$ cat config.mk
export PLATFORM = sky130hd
export DESIGN_NAME = s_to_u_normalize_flat
export DESIGN_NICKNAME = d
export VERILOG_FILES = /design/src/rtl/fpu_pkg.sv /design/src/rtl/s_to_u_normalize_if.sv /design/src/rtl/s_to_u_normalize_lzc.sv /design/src/rtl/s_to_u_normalize.sv /design/src/flat_wrapper.sv
export SDC_FILE = /design/constraint.sdc
export NUM_CORES = 1
export LEC_CHECK = 0
export CAP_MARGIN = 20
export CELL_PAD_IN_SITES_DETAIL_PLACEMENT = 2
export CELL_PAD_IN_SITES_GLOBAL_PLACEMENT = 2
export CORE_MARGIN = 3
export CORE_UTILIZATION = 36
export CTS_CLUSTER_SIZE = 20
export DETAILED_ROUTE_END_ITERATION = 10
export PLACE_DENSITY_LB_ADDON = 0.1
export SLEW_MARGIN = 40
export SYNTH_ARGS = -nofsm -noshare
export SYNTH_HDL_FRONTEND = slang
export SYNTH_SLANG_ARGS = --single-unit
$ cat constraint.sdc
create_clock -name CLK -period 7 [get_ports CLK]
set_input_delay 1.4 -clock CLK [delete_from_list [all_inputs] [get_ports CLK]]
set_output_delay 1.4 -clock CLK [all_outputs]
set_load 0.1 [all_outputs]
$ cat src/rtl/fpu_pkg.sv
// Shared FPU types and widths for the signed-fraction -> sign/magnitude normalizer.
package fpu_pkg;

    localparam int unsigned FRAC_W = 26;
    localparam int unsigned EXP_W  = 8;
    localparam int unsigned LZ_W   = $clog2(FRAC_W + 1);

    typedef logic signed [FRAC_W:0]   frac_s_t;
    typedef logic        [FRAC_W-1:0] frac_u_t;
    typedef logic        [EXP_W-1:0]  exp_t;
    typedef logic        [EXP_W:0]    expx_t;
    typedef logic        [FRAC_W:0]   mag_t;
    typedef logic        [LZ_W-1:0]   lz_t;

    localparam exp_t EXP_MAX = '1;

    // Stage-1 payload: sign split off, magnitude one bit wider so -2^26 stays exact
    typedef struct packed {
        logic sign;
        mag_t mag;
        exp_t exp;
    } s1_t;

    typedef struct packed {
        logic    sign;
        frac_u_t frac;
        exp_t    exp;
        logic    zero;
        logic    ovf;
        logic    unf;
    } res_t;

endpackage

$ cat src/rtl/s_to_u_normalize_if.sv
// Input beat and result channels of the normalizer, each with valid/ready.
interface s_to_u_normalize_if;

    logic             in_valid;
    logic             in_ready;
    fpu_pkg::frac_s_t frac_signed;
    fpu_pkg::exp_t    exp_in;

    logic             out_valid;
    logic             out_ready;
    logic             sign;
    fpu_pkg::frac_u_t frac_unsigned;
    fpu_pkg::exp_t    exp_out;
    logic             zero;
    logic             ovf;
    logic             unf;

    modport slave (
        input  in_valid, frac_signed, exp_in, out_ready,
        output in_ready, out_valid, sign, frac_unsigned, exp_out, zero, ovf, unf
    );

    modport master (
        output in_valid, frac_signed, exp_in, out_ready,
        input  in_ready, out_valid, sign, frac_unsigned, exp_out, zero, ovf, unf
    );

endinterface

$ cat src/rtl/s_to_u_normalize_lzc.sv
// Combinational leading-zero counter; an all-zero input returns W.
module s_to_u_normalize_lzc
    import fpu_pkg::*;
#(
    parameter int unsigned W  = FRAC_W,
    parameter int unsigned CW = LZ_W
) (
    input  logic [W-1:0]  din,
    output logic [CW-1:0] count_c
);

    // Scan upward so the highest set bit wins
    always_comb begin
        count_c = CW'(W);
        for (int i = 0; i < int'(W); i++) begin
            if (din[i]) begin
                count_c = CW'(W - 1 - i);
            end
        end
    end

endmodule

$ cat src/rtl/s_to_u_normalize.sv
// Two-stage valid/ready normalizer: signed fraction -> sign, normalized magnitude, exponent.
// Build option FPU_SUBNORMAL_EN: keep denormal results on underflow instead of flushing to zero.
module s_to_u_normalize
    import fpu_pkg::*;
(
    input  logic              CLK,
    input  logic              nRST,
    s_to_u_normalize_if.slave bus
);

    logic  s1_valid_q, s1_valid_d;
    logic  s2_valid_q, s2_valid_d;
    s1_t   s1_q, s1_d;
    res_t  res_q, res_d;

    logic  s1_en, s2_en;
    s1_t   cvt;
    res_t  nrm;
    lz_t   lz;
    expx_t exp_x, exp_inc, exp_dec;
    exp_t  sub_shift;

    assign s2_en        = !s2_valid_q || bus.out_ready;
    assign s1_en        = !s1_valid_q || s2_en;
    assign bus.in_ready = s1_en;

    // Stage 1: two's complement -> sign/magnitude
    always_comb begin
        cvt      = '0;
        cvt.sign = bus.frac_signed[FRAC_W];
        cvt.mag  = cvt.sign ? mag_t'(-bus.frac_signed) : mag_t'(bus.frac_signed);
        cvt.exp  = bus.exp_in;
    end

    s_to_u_normalize_lzc #(
        .W  (FRAC_W),
        .CW (LZ_W)
    ) u_lzc (
        .din     (s1_q.mag[FRAC_W-1:0]),
        .count_c (lz)
    );

    // Stage 2: exponent math one bit wide so carry/borrow are visible
    always_comb begin
        nrm       = '0;
        nrm.sign  = s1_q.sign;
        sub_shift = '0;
        exp_x     = {1'b0, s1_q.exp};
        exp_inc   = exp_x + expx_t'(1);
        exp_dec   = exp_x - expx_t'(lz);
        if (s1_q.mag[FRAC_W]) begin
            if (exp_inc >= expx_t'(EXP_MAX)) begin
                nrm.exp = EXP_MAX;
                nrm.ovf = 1'b1;
            end else begin
                nrm.frac = s1_q.mag[FRAC_W:1];
                nrm.exp  = exp_inc[EXP_W-1:0];
            end
        end else if (s1_q.mag == '0) begin
            nrm.sign = 1'b0;
            nrm.zero = 1'b1;
        end else if (!exp_dec[EXP_W] && (exp_dec != '0)) begin
            nrm.frac = s1_q.mag[FRAC_W-1:0] << lz;
            nrm.exp  = exp_dec[EXP_W-1:0];
        end else begin
`ifdef FPU_SUBNORMAL_EN
            sub_shift = (s1_q.exp == '0) ? '0 : s1_q.exp - exp_t'(1);
            nrm.frac  = s1_q.mag[FRAC_W-1:0] << sub_shift;
            nrm.zero  = (nrm.frac == '0);
            nrm.unf   = 1'b1;
`else
            nrm.zero  = 1'b1;
            nrm.unf   = 1'b1;
`endif
        end
    end

    // Pipeline advance: a stage loads when empty or when its contents move on
    always_comb begin
        s1_valid_d = s1_valid_q;
        s1_d       = s1_q;
        s2_valid_d = s2_valid_q;
        res_d      = res_q;
        if (s1_en) begin
            s1_valid_d = bus.in_valid;
            if (bus.in_valid) begin
                s1_d = cvt;
            end
        end
        if (s2_en) begin
            s2_valid_d = s1_valid_q;
            if (s1_valid_q) begin
                res_d = nrm;
            end
        end
    end

    always_ff @(posedge CLK or negedge nRST) begin
        if (!nRST) begin
            s1_valid_q <= 1'b0;
            s2_valid_q <= 1'b0;
            s1_q       <= '0;
            res_q      <= '0;
        end else begin
            s1_valid_q <= s1_valid_d;
            s2_valid_q <= s2_valid_d;
            s1_q       <= s1_d;
            res_q      <= res_d;
        end
    end

    assign bus.out_valid     = s2_valid_q;
    assign bus.sign          = res_q.sign;
    assign bus.frac_unsigned = res_q.frac;
    assign bus.exp_out       = res_q.exp;
    assign bus.zero          = res_q.zero;
    assign bus.ovf           = res_q.ovf;
    assign bus.unf           = res_q.unf;

endmodule
$ cat src/flat_wrapper.sv
// flat-port wrapper written by rule: the top's interface ports become plain ports
module s_to_u_normalize_flat import fpu_pkg::*;
  (CLK, nRST, bus_in_valid, bus_frac_signed, bus_exp_in, bus_out_ready, bus_in_ready, bus_out_valid, bus_sign, bus_frac_unsigned, bus_exp_out, bus_zero, bus_ovf, bus_unf);
  s_to_u_normalize_if bus_i ();
  input  logic CLK;
  input  logic nRST;
  input wire logic [$bits(bus_i.in_valid)-1:0] bus_in_valid;
  input wire logic [$bits(bus_i.frac_signed)-1:0] bus_frac_signed;
  input wire logic [$bits(bus_i.exp_in)-1:0] bus_exp_in;
  input wire logic [$bits(bus_i.out_ready)-1:0] bus_out_ready;
  output wire logic [$bits(bus_i.in_ready)-1:0] bus_in_ready;
  output wire logic [$bits(bus_i.out_valid)-1:0] bus_out_valid;
  output wire logic [$bits(bus_i.sign)-1:0] bus_sign;
  output wire logic [$bits(bus_i.frac_unsigned)-1:0] bus_frac_unsigned;
  output wire logic [$bits(bus_i.exp_out)-1:0] bus_exp_out;
  output wire logic [$bits(bus_i.zero)-1:0] bus_zero;
  output wire logic [$bits(bus_i.ovf)-1:0] bus_ovf;
  output wire logic [$bits(bus_i.unf)-1:0] bus_unf;
  assign bus_i.in_valid = bus_in_valid;
  assign bus_i.frac_signed = bus_frac_signed;
  assign bus_i.exp_in = bus_exp_in;
  assign bus_i.out_ready = bus_out_ready;
  assign bus_in_ready = bus_i.in_ready;
  assign bus_out_valid = bus_i.out_valid;
  assign bus_sign = bus_i.sign;
  assign bus_frac_unsigned = bus_i.frac_unsigned;
  assign bus_exp_out = bus_i.exp_out;
  assign bus_zero = bus_i.zero;
  assign bus_ovf = bus_i.ovf;
  assign bus_unf = bus_i.unf;
  s_to_u_normalize u_core (.CLK(CLK), .nRST(nRST), .bus(bus_i));
endmodule
==> results.md <==
* Via count at about 5600
* Routed wire length at around 21 mm
* Avg Inst Size Synth at a little over 8 um^2
* Worst hold path class: reg -> reg
* Setup violators final at 0
* N_diodes at 0
* Slew HR at ~43%
* Root Driver: clkbuf_16
* R2r setup slk at roughly 1700 ps
* Post-synth top area cell: dfrtp_1
* Max Clk Rate at between 150 and 200 MHz
* CTS Sinks at 76
* Worst-path clk slew at 60 ps
* Hold path depth at 1
* Total die area at 17600 um^2
* # IOs at about 80
* Skew final at 5.43 ps
* Mapped Area at around 5800 um^2
* Vias in the first global route at between 5000 and 6000
* Synthesis-stage register bit count at between 70 and 80
* Post-synth top flop: dfrtp_1
* Area delta synth->final at 17.1%
* WL per Instance at between 20 and 25 um
* Static leakage at approximately 2.8 nW
* Type of origin of the critical path: flip-flop
* Largest family of logic cells by synthesized area: compound AO/OA/AOI/OAI gates
* Layout Cells excl Fill at ~970
* Share of cells above drive strength 1 at around 15%
* Worst R2R Path Depth at 15
* Max_cap viols at 0
* CTS Hold Bufs at 0
* Syn_nets at between 700 and 800
* Total stage count of the critical path at 15
* Sequential fraction of the synthesis area at 32.9%
* Filler cells at 1792
* Nets at around 800
* Unique cell type count in the Yosys netlist at a little over 80
* Post-CTS Setup Bufs at 0
* Crit path to: u_core.bus.frac_unsigned[20]
* Worst Path Buf+Inv at 2
* Post-cts resize count at 0
* CP Capture Type: flip-flop
* Post-synthesis simple-gate area fraction at 21.1%
* Critical Path Source: u_core.s1_q[32]
* Crit path max-delay cell type: nor4_1
* Required @ worst endpoint at 7220 ps
* Cells along the critical path: nor4_1 -> and2_1 -> and2_1 -> buf_4 -> inv_1 -> ha_1 -> or2_2 -> o22ai_2 -> mux2i_1 -> or4b_1 -> a21oi_2 -> a21oi_1 -> nor2b_1 -> a32oi_1 -> o21ai_1
* Fin. Hold Viols at 0
* Hold Startpoint: u_core.bus.exp_out[5]
* Fin Setup TNS at 0 ps
* Tightest Pin Transition at about 850 ps
* Synthesized instance count at 704
* Tot GR Track Use at ~24%
* Clock period minus worst slack at around 5300 ps
* H-tree levels at 3
* CP max FO at 21
* Reg2reg end: u_core.bus.frac_unsigned[20]
* CTS tree: done
* Max Root-Sink Buffers at 2
* Top cell type's share of synthesized area at 32.9%
* Insertion delay to the later sink of the worst-skew pair at around 340 ps
* Seq pwr share at between 20% and 30%
* Crit path DAT at 5550 ps
* Status: completed
* Worst reg2reg startpoint: u_core.s1_q[32]
* Cell repeated most along the worst path: and2_1
* Detailed Routing Iterations Pass 1 at 5
* Global-route wire length before repair at between 30 and 40 mm
* Largest net degree at the start of global routing at 77
* Number of synthesized flops with an enable pin at 0
* Setup slack after layout at about 1700 ps
* Cts bufs inserted at 9
* Sw power at around 0.0015 W
* XOR/XNOR share of the synthesized area at under 10%
* Ys Warns at 0
* RSZ-0062 raised after global routing: no
* Worst hold margin at ~470 ps
* Mux cell area share after synthesis at between 7 and 8%
* Cell family with most CP delay: simple AND/OR/NAND/NOR gates
* Pwr Total at about 0.0027 W
* Remaining antenna violation count after routing at 0
* Post-synth ARST share at between 90% and 100%
* Initial Utilization at approximately 37%
* Kind of critical path: reg -> reg
* Switching share of total power at a little over half
* Die width at about 130 um
* Place WS at between 1500 and 2000 ps
* Row Count at 45
* Share of total power in combinational logic at between 50% and 60%
* # placed instances at about 950
* Post-Synth Adder-Cell Area at 2.29%
* Period Utilization, post-route at around three quarters
* P per Cell Area at between 300 and 400 nW/um^2
* DP HPWL at approximately 16 mm
* Antenna violations before repair at 0
* Slew Limit Fails at 0
* Clock share of power at a little under a fifth
* Synth Area in Compound Gates at a little over a quarter
* Area contributors post-synth: dfrtp_1, nand2_1, o21ai_0
* Max VDD drop at 0.000195 V
* Vias per inst at 5.84
* GRT overflow at 0
* Cell Int Power at between 0.001 and 0.0015 W
* Die H at ~130 um
* Port-buffer cells at between 70 and 80
* Gp weighted congestion at 0.906
* Crit-path max cell delay at 720 ps
* Iteration-0 DRC Markers at 282
* Core area at 15500 um^2
* # DRC at 0
-- logic make-up after synthesis --
logic type | Yosys count
flip-flops | 76
AND/OR/NAND/NOR | 258
XOR/XNOR | 32
multiplexers | 38
buffers and inverters | 71
adder cells (fa/ha/maj) | 10
AO/OA/AOI/OAI | 219
-- layout make-up --
cell class / count / area (um^2) / share of cell area, %
clock buffers: 9 / 225 / 3.33
clock inverters: 7 / 91.3 / 1.35
inverters: 20 / 80.1 / 1.18
multi-input cells: 557 / 3580 / 52.8
flip-flops and latches: 76 / 1900 / 28.1
well taps: 211 / 264 / 3.90
repair buffers: 85 / 629 / 9.30
-- through the flow --
step | area (um^2) | utilization (%)
global route | 6770 | 43.7
floorplan | 5780 | -
finish | 6770 | 43.7
CTS | 6770 | 43.7
detailed placement | 6450 | 41.7
global placement | 6640 | 42.9
-- cell usage after synthesis (8+ instances only) --
master	number
buf_2	8
o211ai_1	11
nor2_1	56
a21oi_1	40
dfrtp_1	76
clkbuf_1	32
o21ai_0	65
xnor2_1	8
nand2_1	98
xor2_1	24
nand3_1	19
inv_1	18
nor4_1	10
and3_1	8
mux2i_1	25
mux2_2	10
ha_1	9
nand2b_1	12
nor3_1	15
-- worst min-delay path by stage --
| stage | to | slack, ps |
|---|---|---|
| final | u_core.bus.exp_out[5] | 470 |
| after global routing | u_core.bus.exp_out[0] | 510 |
| after CTS | u_core.bus.exp_out[5] | 480 |
| after detailed placement | u_core.bus.exp_out[5] | 460 |
| after global placement | u_core.bus.exp_out[5] | 460 |
| after floorplan | u_core.bus.out_valid | 470 |
-- sequential cells by signal (all words and copies together), names as in the netlist --
register,flops
u_core.bus.zero,1
u_core.bus.exp_out,8
u_core.s1_q,28
u_core.s1_valid_q,1
u_core.bus.unf,1
u_core.bus.frac_unsigned,26
u_core.bus.ovf,1
u_core.bus.out_valid,1
u_core.exp_x,8
u_core.bus.sign,1
-- cell usage in the layout (no fill, tap or decap), types with 10 or more instances in the layout --
cell | synthesis | layout
clkdlybuf4s50_1 | 0 | 36
inv_1 | 18 | 18
xor2_1 | 24 | 24
mux2i_1 | 25 | 25
nand3_1 | 19 | 19
nor3_1 | 15 | 13
o211ai_1 | 11 | 11
dfrtp_1 | 76 | 75
a21oi_1 | 40 | 40
mux2_2 | 10 | 10
nand2_1 | 98 | 96
o21ai_0 | 65 | 65
buf_2 | 8 | 41
nor2_1 | 56 | 56
nand2b_1 | 12 | 12
nor4_1 | 10 | 10
-- routing by layer --
metal	vias up	routed length (um)	GRT usage, %
met5	-	0	0
met4	0	376	6.93
met3	24	849	2.93
met2	135	9650	38.5
met1	2833	10300	35.5
li1	2646	-	-
-- power groups by stage --
stage	registers, W	clock network, W	logic, W
after floorplan	0.00124	0	0.000608
after global placement	0.000687	0	0.00156
after detailed placement	0.000694	0	0.00150
after CTS	0.000686	0.000510	0.00151
after global routing	0.000708	0.000532	0.00160
final	0.000688	0.000497	0.00151
(Power assumes the default switching activity.)
